## src/rtl/seg7_scan_driver.sv

```systemverilog
// rtl/seg7_scan_driver.sv - four-digit multiplexed common-anode seven-segment scan driver
//
// Purpose:
//   Scans four BCD digits (M.SS.t) onto a 4-digit common-anode display.
//   Digits are snapshotted at each frame boundary so one frame never mixes
//   old and new values. Each digit slot starts with a dead-time window in
//   which all anodes are off, to suppress ghosting.
//
// Optional feature macro: SEG7_LEADING_ZERO_BLANK_EN
//   When defined, a snapshot Minutes value of 0 leaves the idx3 slot dark.
//
// Ports:
//   clk            - system clock, rising edge
//   reset          - asynchronous active-low reset
//   Minutes        - BCD minutes digit (an[3], dp on)
//   Tens_Seconds   - BCD tens-of-seconds digit (an[2])
//   Ones_Seconds   - BCD ones-of-seconds digit (an[1], dp on)
//   Tenths_Seconds - BCD tenths digit (an[0])
//   blank          - 1 forces the display dark; scan timing keeps running
//   an             - anode enables, active-low, an[0] rightmost
//   seg            - segments {g,f,e,d,c,b,a}, active-low
//   dp             - decimal point, active-low
//   frame_tick     - one-clock pulse on each snapshot load

module seg7_scan_driver #(
   parameter int REFRESH_DIV = 50000,
   parameter int DEAD_CYCLES = 500
) (
   input  logic       clk,
   input  logic       reset,
   input  logic [3:0] Minutes,
   input  logic [3:0] Tens_Seconds,
   input  logic [3:0] Ones_Seconds,
   input  logic [3:0] Tenths_Seconds,
   input  logic       blank,
   output logic [3:0] an,
   output logic [6:0] seg,
   output logic       dp,
   output logic       frame_tick
);

   localparam int             CW       = (REFRESH_DIV > 1) ? $clog2(REFRESH_DIV) : 1;
   localparam logic [CW-1:0]  CNT_LAST = CW'(REFRESH_DIV - 1);
   localparam logic [CW-1:0]  CNT_DEAD = CW'(DEAD_CYCLES);

   logic [CW-1:0] cnt;
   logic [1:0]    idx;
   logic [3:0]    snap_min;
   logic [3:0]    snap_tens;
   logic [3:0]    snap_ones;
   logic [3:0]    snap_tenths;

   logic          slot_last;
   logic          frame_end;
   logic          slot_on;
   logic [3:0]    digit;
   logic [3:0]    an_nxt;
   logic [6:0]    seg_nxt;
   logic          dp_nxt;

   function automatic logic [6:0] seg_decode(input logic [3:0] d);
      logic [6:0] s;
      case (d)
         4'd0:    s = 7'h40;
         4'd1:    s = 7'h79;
         4'd2:    s = 7'h24;
         4'd3:    s = 7'h30;
         4'd4:    s = 7'h19;
         4'd5:    s = 7'h12;
         4'd6:    s = 7'h02;
         4'd7:    s = 7'h78;
         4'd8:    s = 7'h00;
         4'd9:    s = 7'h10;
         default: s = 7'h3F;   // non-BCD shows a dash
      endcase
      return s;
   endfunction

   assign slot_last = (cnt == CNT_LAST);
   assign frame_end = slot_last && (idx == 2'd3);

   // Prescaler, digit index and snapshot. The snapshot loads on the same
   // edge that idx wraps to 0, so the new frame starts with fresh digits.
   always_ff @(posedge clk or negedge reset) begin
      if (!reset) begin
         cnt         <= '0;
         idx         <= 2'd0;
         snap_min    <= 4'd0;
         snap_tens   <= 4'd0;
         snap_ones   <= 4'd0;
         snap_tenths <= 4'd0;
         frame_tick  <= 1'b0;
      end else begin
         frame_tick <= frame_end;
         if (slot_last) begin
            cnt <= '0;
            idx <= idx + 2'd1;
         end else begin
            cnt <= cnt + 1'b1;
         end
         if (frame_end) begin
            snap_min    <= Minutes;
            snap_tens   <= Tens_Seconds;
            snap_ones   <= Ones_Seconds;
            snap_tenths <= Tenths_Seconds;
         end
      end
   end

   always_comb begin
      digit   = 4'd0;
      an_nxt  = 4'b1111;
      seg_nxt = 7'h7F;
      dp_nxt  = 1'b1;

      case (idx)
         2'd0:    digit = snap_tenths;
         2'd1:    digit = snap_ones;
         2'd2:    digit = snap_tens;
         default: digit = snap_min;
      endcase

      slot_on = !blank && (cnt >= CNT_DEAD);
`ifdef SEG7_LEADING_ZERO_BLANK_EN
      if ((idx == 2'd3) && (snap_min == 4'd0)) begin
         slot_on = 1'b0;
      end
`endif

      if (slot_on) begin
         an_nxt  = ~(4'b0001 << idx);
         seg_nxt = seg_decode(digit);
         dp_nxt  = ~idx[0];   // dp lit after Ones and Minutes: M.SS.t
      end
   end

   // Registered outputs: one clock behind cnt/idx/blank.
   always_ff @(posedge clk or negedge reset) begin
      if (!reset) begin
         an  <= 4'b1111;
         seg <= 7'h7F;
         dp  <= 1'b1;
      end else begin
         an  <= an_nxt;
         seg <= seg_nxt;
         dp  <= dp_nxt;
      end
   end

endmodule
```

## config.mk

```make
export PLATFORM = sky130hd
export DESIGN_NAME = seg7_scan_driver
export DESIGN_NICKNAME = d
export VERILOG_FILES = /design/src/rtl/seg7_scan_driver.sv
export SDC_FILE = /design/constraint.sdc
export NUM_CORES = 1
export LEC_CHECK = 0
export ABC_AREA = 1
export BUFFER_PORTS_ARGS = -buffer_cell sky130_fd_sc_hd__buf_4
export CAP_MARGIN = 20
export CORE_MARGIN = 2
export CORE_UTILIZATION = 40
export DETAILED_ROUTE_END_ITERATION = 16
export GPL_ROUTABILITY_DRIVEN = 0
export PLACE_DENSITY_LB_ADDON = 0.25
export SLEW_MARGIN = 20
export SYNTH_ARGS = -nofsm -noshare
export SYNTH_HDL_FRONTEND = slang
export SYNTH_SLANG_ARGS = --single-unit
export TNS_END_PERCENT = 20
```

## constraint.sdc

```tcl
create_clock -name clk -period 1.82 [get_ports clk]
set_clock_uncertainty 0.1 [all_clocks]
set_input_delay 0.273 -clock clk [delete_from_list [all_inputs] [get_ports clk]]
set_output_delay 0.273 -clock clk [all_outputs]
set_load 0.005 [all_outputs]
```

==> metrics <==
area share of the largest cell type after synthesis=35.9%; RSZ-0062 raised after global routing=true; register area share after synthesis=48.8%; final setup TNS=0 ns; capture point of the critical path=seg[3]; Distinct cells, synth=31; reg2reg path depth=11; io pins=32; fillcell total=547; clk buf depth=2; H-tree levels=2; P_leak=1.47 nW; Avg WL per Cell=11.7 um; synth cell count leaders=98 x nand2_1, 35 x dfrtp_1, 34 x nor2_1, 22 x inv_1, 22 x nand2_2; drt drc=0; critical setup path kind=reg -> reg; post-route antenna net violation count=0; DRT iter0 DRCs=117; Tmin final=1.76 ns; drt pass-1 iters=4; final hold slack=0.0635 ns; synthesized flop and latch total=47; combinational family with the most area after synthesis=simple AND/OR/NAND/NOR gates; Synth area leaders=dfrtp_1 36%, nand2_1 15%, dfstp_2 13%; worst r2r dst=seg[3]; Final Util=52.9%; largest net degree at the start of global routing=48; number of buffers created by CTS=5; worst endpoint required time=1.96 ns; Overall Global Routing Usage=15.4%; Synth Area per Inst=8.42 um2; Compound-Gate Fraction of Synth Area=2.97%; multi-input logic area=0.00124 mm2; post-synthesis xor/xnor area fraction=3.23%; syn_nets=319; PnR Total Power=1.85 mW; placed cell area=0.00281 mm2; antenna cells=0; Post-synth ARST share=100%; Final #Nets=372; die area=0.00674 mm2; Clk Latency, worst-skew pair=0.30 ns; CTS clk-pin slew, worst paths=0.09 ns; initial antenna violation count=0; Final setup violation count=0; crit end category=flip-flop; DIE HEIGHT=82.1 um; FF-to-FF Start=idx[1]; post-synthesis mux area share=0%; Achievable Freq=570 MHz; Final Instance Area=0.00313 mm2; largest area contributor in the netlist=dfrtp_1; Cell Pwr Density=590 mW/mm2; crit path from=idx[1]; post-synthesis cell count=290; number of synthesized flops with an enable pin=0; drt total wl=4890 um; CTS tree=done; CP arrival=1.90 ns; CP max FO=4; Area growth syn-to-layout=28.3%; vias in the first global route=1814; max_slew headroom=61.9%; Root Buffer=clkbuf_8; critical path launch point type=flip-flop; TritonCTS Sinks=47; global-route wire length before repair=8050 um; IR drop worst, VDD=0.320 mV; storage element area=0.00119 mm2; r2r setup slk=0.06 ns; detailed-route via count=1956; Post-DP HPWL=3410 um; HP Class=in -> reg; row count=28; top-count cell post-synth=nand2_1; die width=82.1 um; post-route clock period utilization=96.4%; CORE AREA=0.00592 mm2; initial core utilization=41.2%; Buffers on Ports=31; Synth Area in Simple Gates=33.7%; ys flop type=dfrtp_1; Synth Warn #=0; vias per inst=4.67; Max-cap violations=0; Synth Cell Area=0.00244 mm2; status=finished, final reports clean; grt ovf=0; Least-Margin Pin Slew=0.571 ns; layout cells sized above 1=37.2%; fin. max-slew vios=0; Fin. Hold Viols=0; adder-cell share of the synthesized area=5.13%
critical path, stage by stage (launching register included):
cell and delay, ns:
dfrtp_2 0.47, inv_4 0.07, ha_4 0.16, nand2_1 0.08
nand2_2 0.09, o21bai_4 0.18, ha_1 0.27, inv_1 0.06
nand2_1 0.04, nand2_1 0.06, nand2_1 0.04, nand2_1 0.05
timing repair:
| action | 4_1_cts | 5_1_grt |
|---|---|---|
| setup endpoints to repair | 3 | 8 |
| resized for setup | 3 | 38 |
| endpoints found under the hold margin | 35 | 0 |
| pin swaps | 0 | 14 |
| buffers inserted | 0 | 6 |
| hold buffers | 1 | 0 |
cell type report:
type / count / area share, %
clock buffer: 6 / 2.32
clock inverter: 2 / 1.20
inverter: 28 / 4.15
multi-input combinational: 213 / 39.5
sequential: 47 / 38.1
tap: 75 / 3.00
timing repair buffer: 48 / 11.7
cells in the final DEF (no fill, tap or decap), types with 2 or more instances in the layout:
master	count
ha_1	5
ha_4	4
nand3_2	2
nand3_1	12
nor3_1	4
clkinv_2	2
inv_1	20
clkbuf_8	5
nor2_1	29
xor2_1	9
dfstp_2	12
o21bai_4	2
inv_4	2
dfrtp_2	2
nand2_2	31
dfrtp_1	33
nand4_1	3
o21ai_0	3
nor2_4	3
nand2_1	89
nor2_2	6
buf_4	46
power by group:
group / total, mW / leakage (nW) / internal (mW) / switching, mW
clock: 0.753 / 0.0514 / 0.410 / 0.343
combinational: 0.0512 / 0.903 / 0.0256 / 0.0255
sequential: 1.04 / 0.514 / 1.04 / 0
registers in the layout, indices dropped and copies added, names as in the netlist:
register / flops
an: 4
cnt: 16
dp: 1
frame_tick: 1
idx: 2
seg: 7
snap_min: 4
snap_ones: 4
snap_tens: 4
snap_tenths: 4
metal layers:
layer	share of wire [%]	wire length (um)	track usage [%]
met2	45	2220	23.7
met3	5.4	265	3.91
met4	2.0	100	4.00
met1	47	2300	21.7
met5	0	0	0
metrics by stage:
step	setup slack [ns]	cells
global route	-0.0446	419
CTS	-0.00178	413
finish	0.0649	419
global placement	0.0101	404
detailed placement	-0.0591	404
floorplan	0.0733	290
kinds of logic (layout without fill, tap and decap cells):
| group | after synthesis | after routing |
|---|---|---|
| AOI/OAI and AO/OA | 11 | 11 |
| xor gates and xnor gates | 9 | 9 |
| and+or+nand+nor | 183 | 183 |
| DFF | 47 | 47 |
| buffers and inverters | 30 | 84 |
| adders and majority gates | 10 | 10 |
worst min path at each step:
stage	startpoint	endpoint	slack, ns	cells past startpoint
5_1_grt	Tenths_Seconds[1]	snap_tenths[1]	0.05	3
4_1_cts	Tens_Seconds[1]	snap_tens[1]	0.06	3
2_1_floorplan	reset	cnt[0]	-0.12	0
3_5_place_dp	reset	cnt[0]	0.22	1
3_3_place_gp	reset	frame_tick	0.22	1
6_report	Tenths_Seconds[1]	snap_tenths[1]	0.06	3
Note: power is estimated with default switching activity, not from simulation.
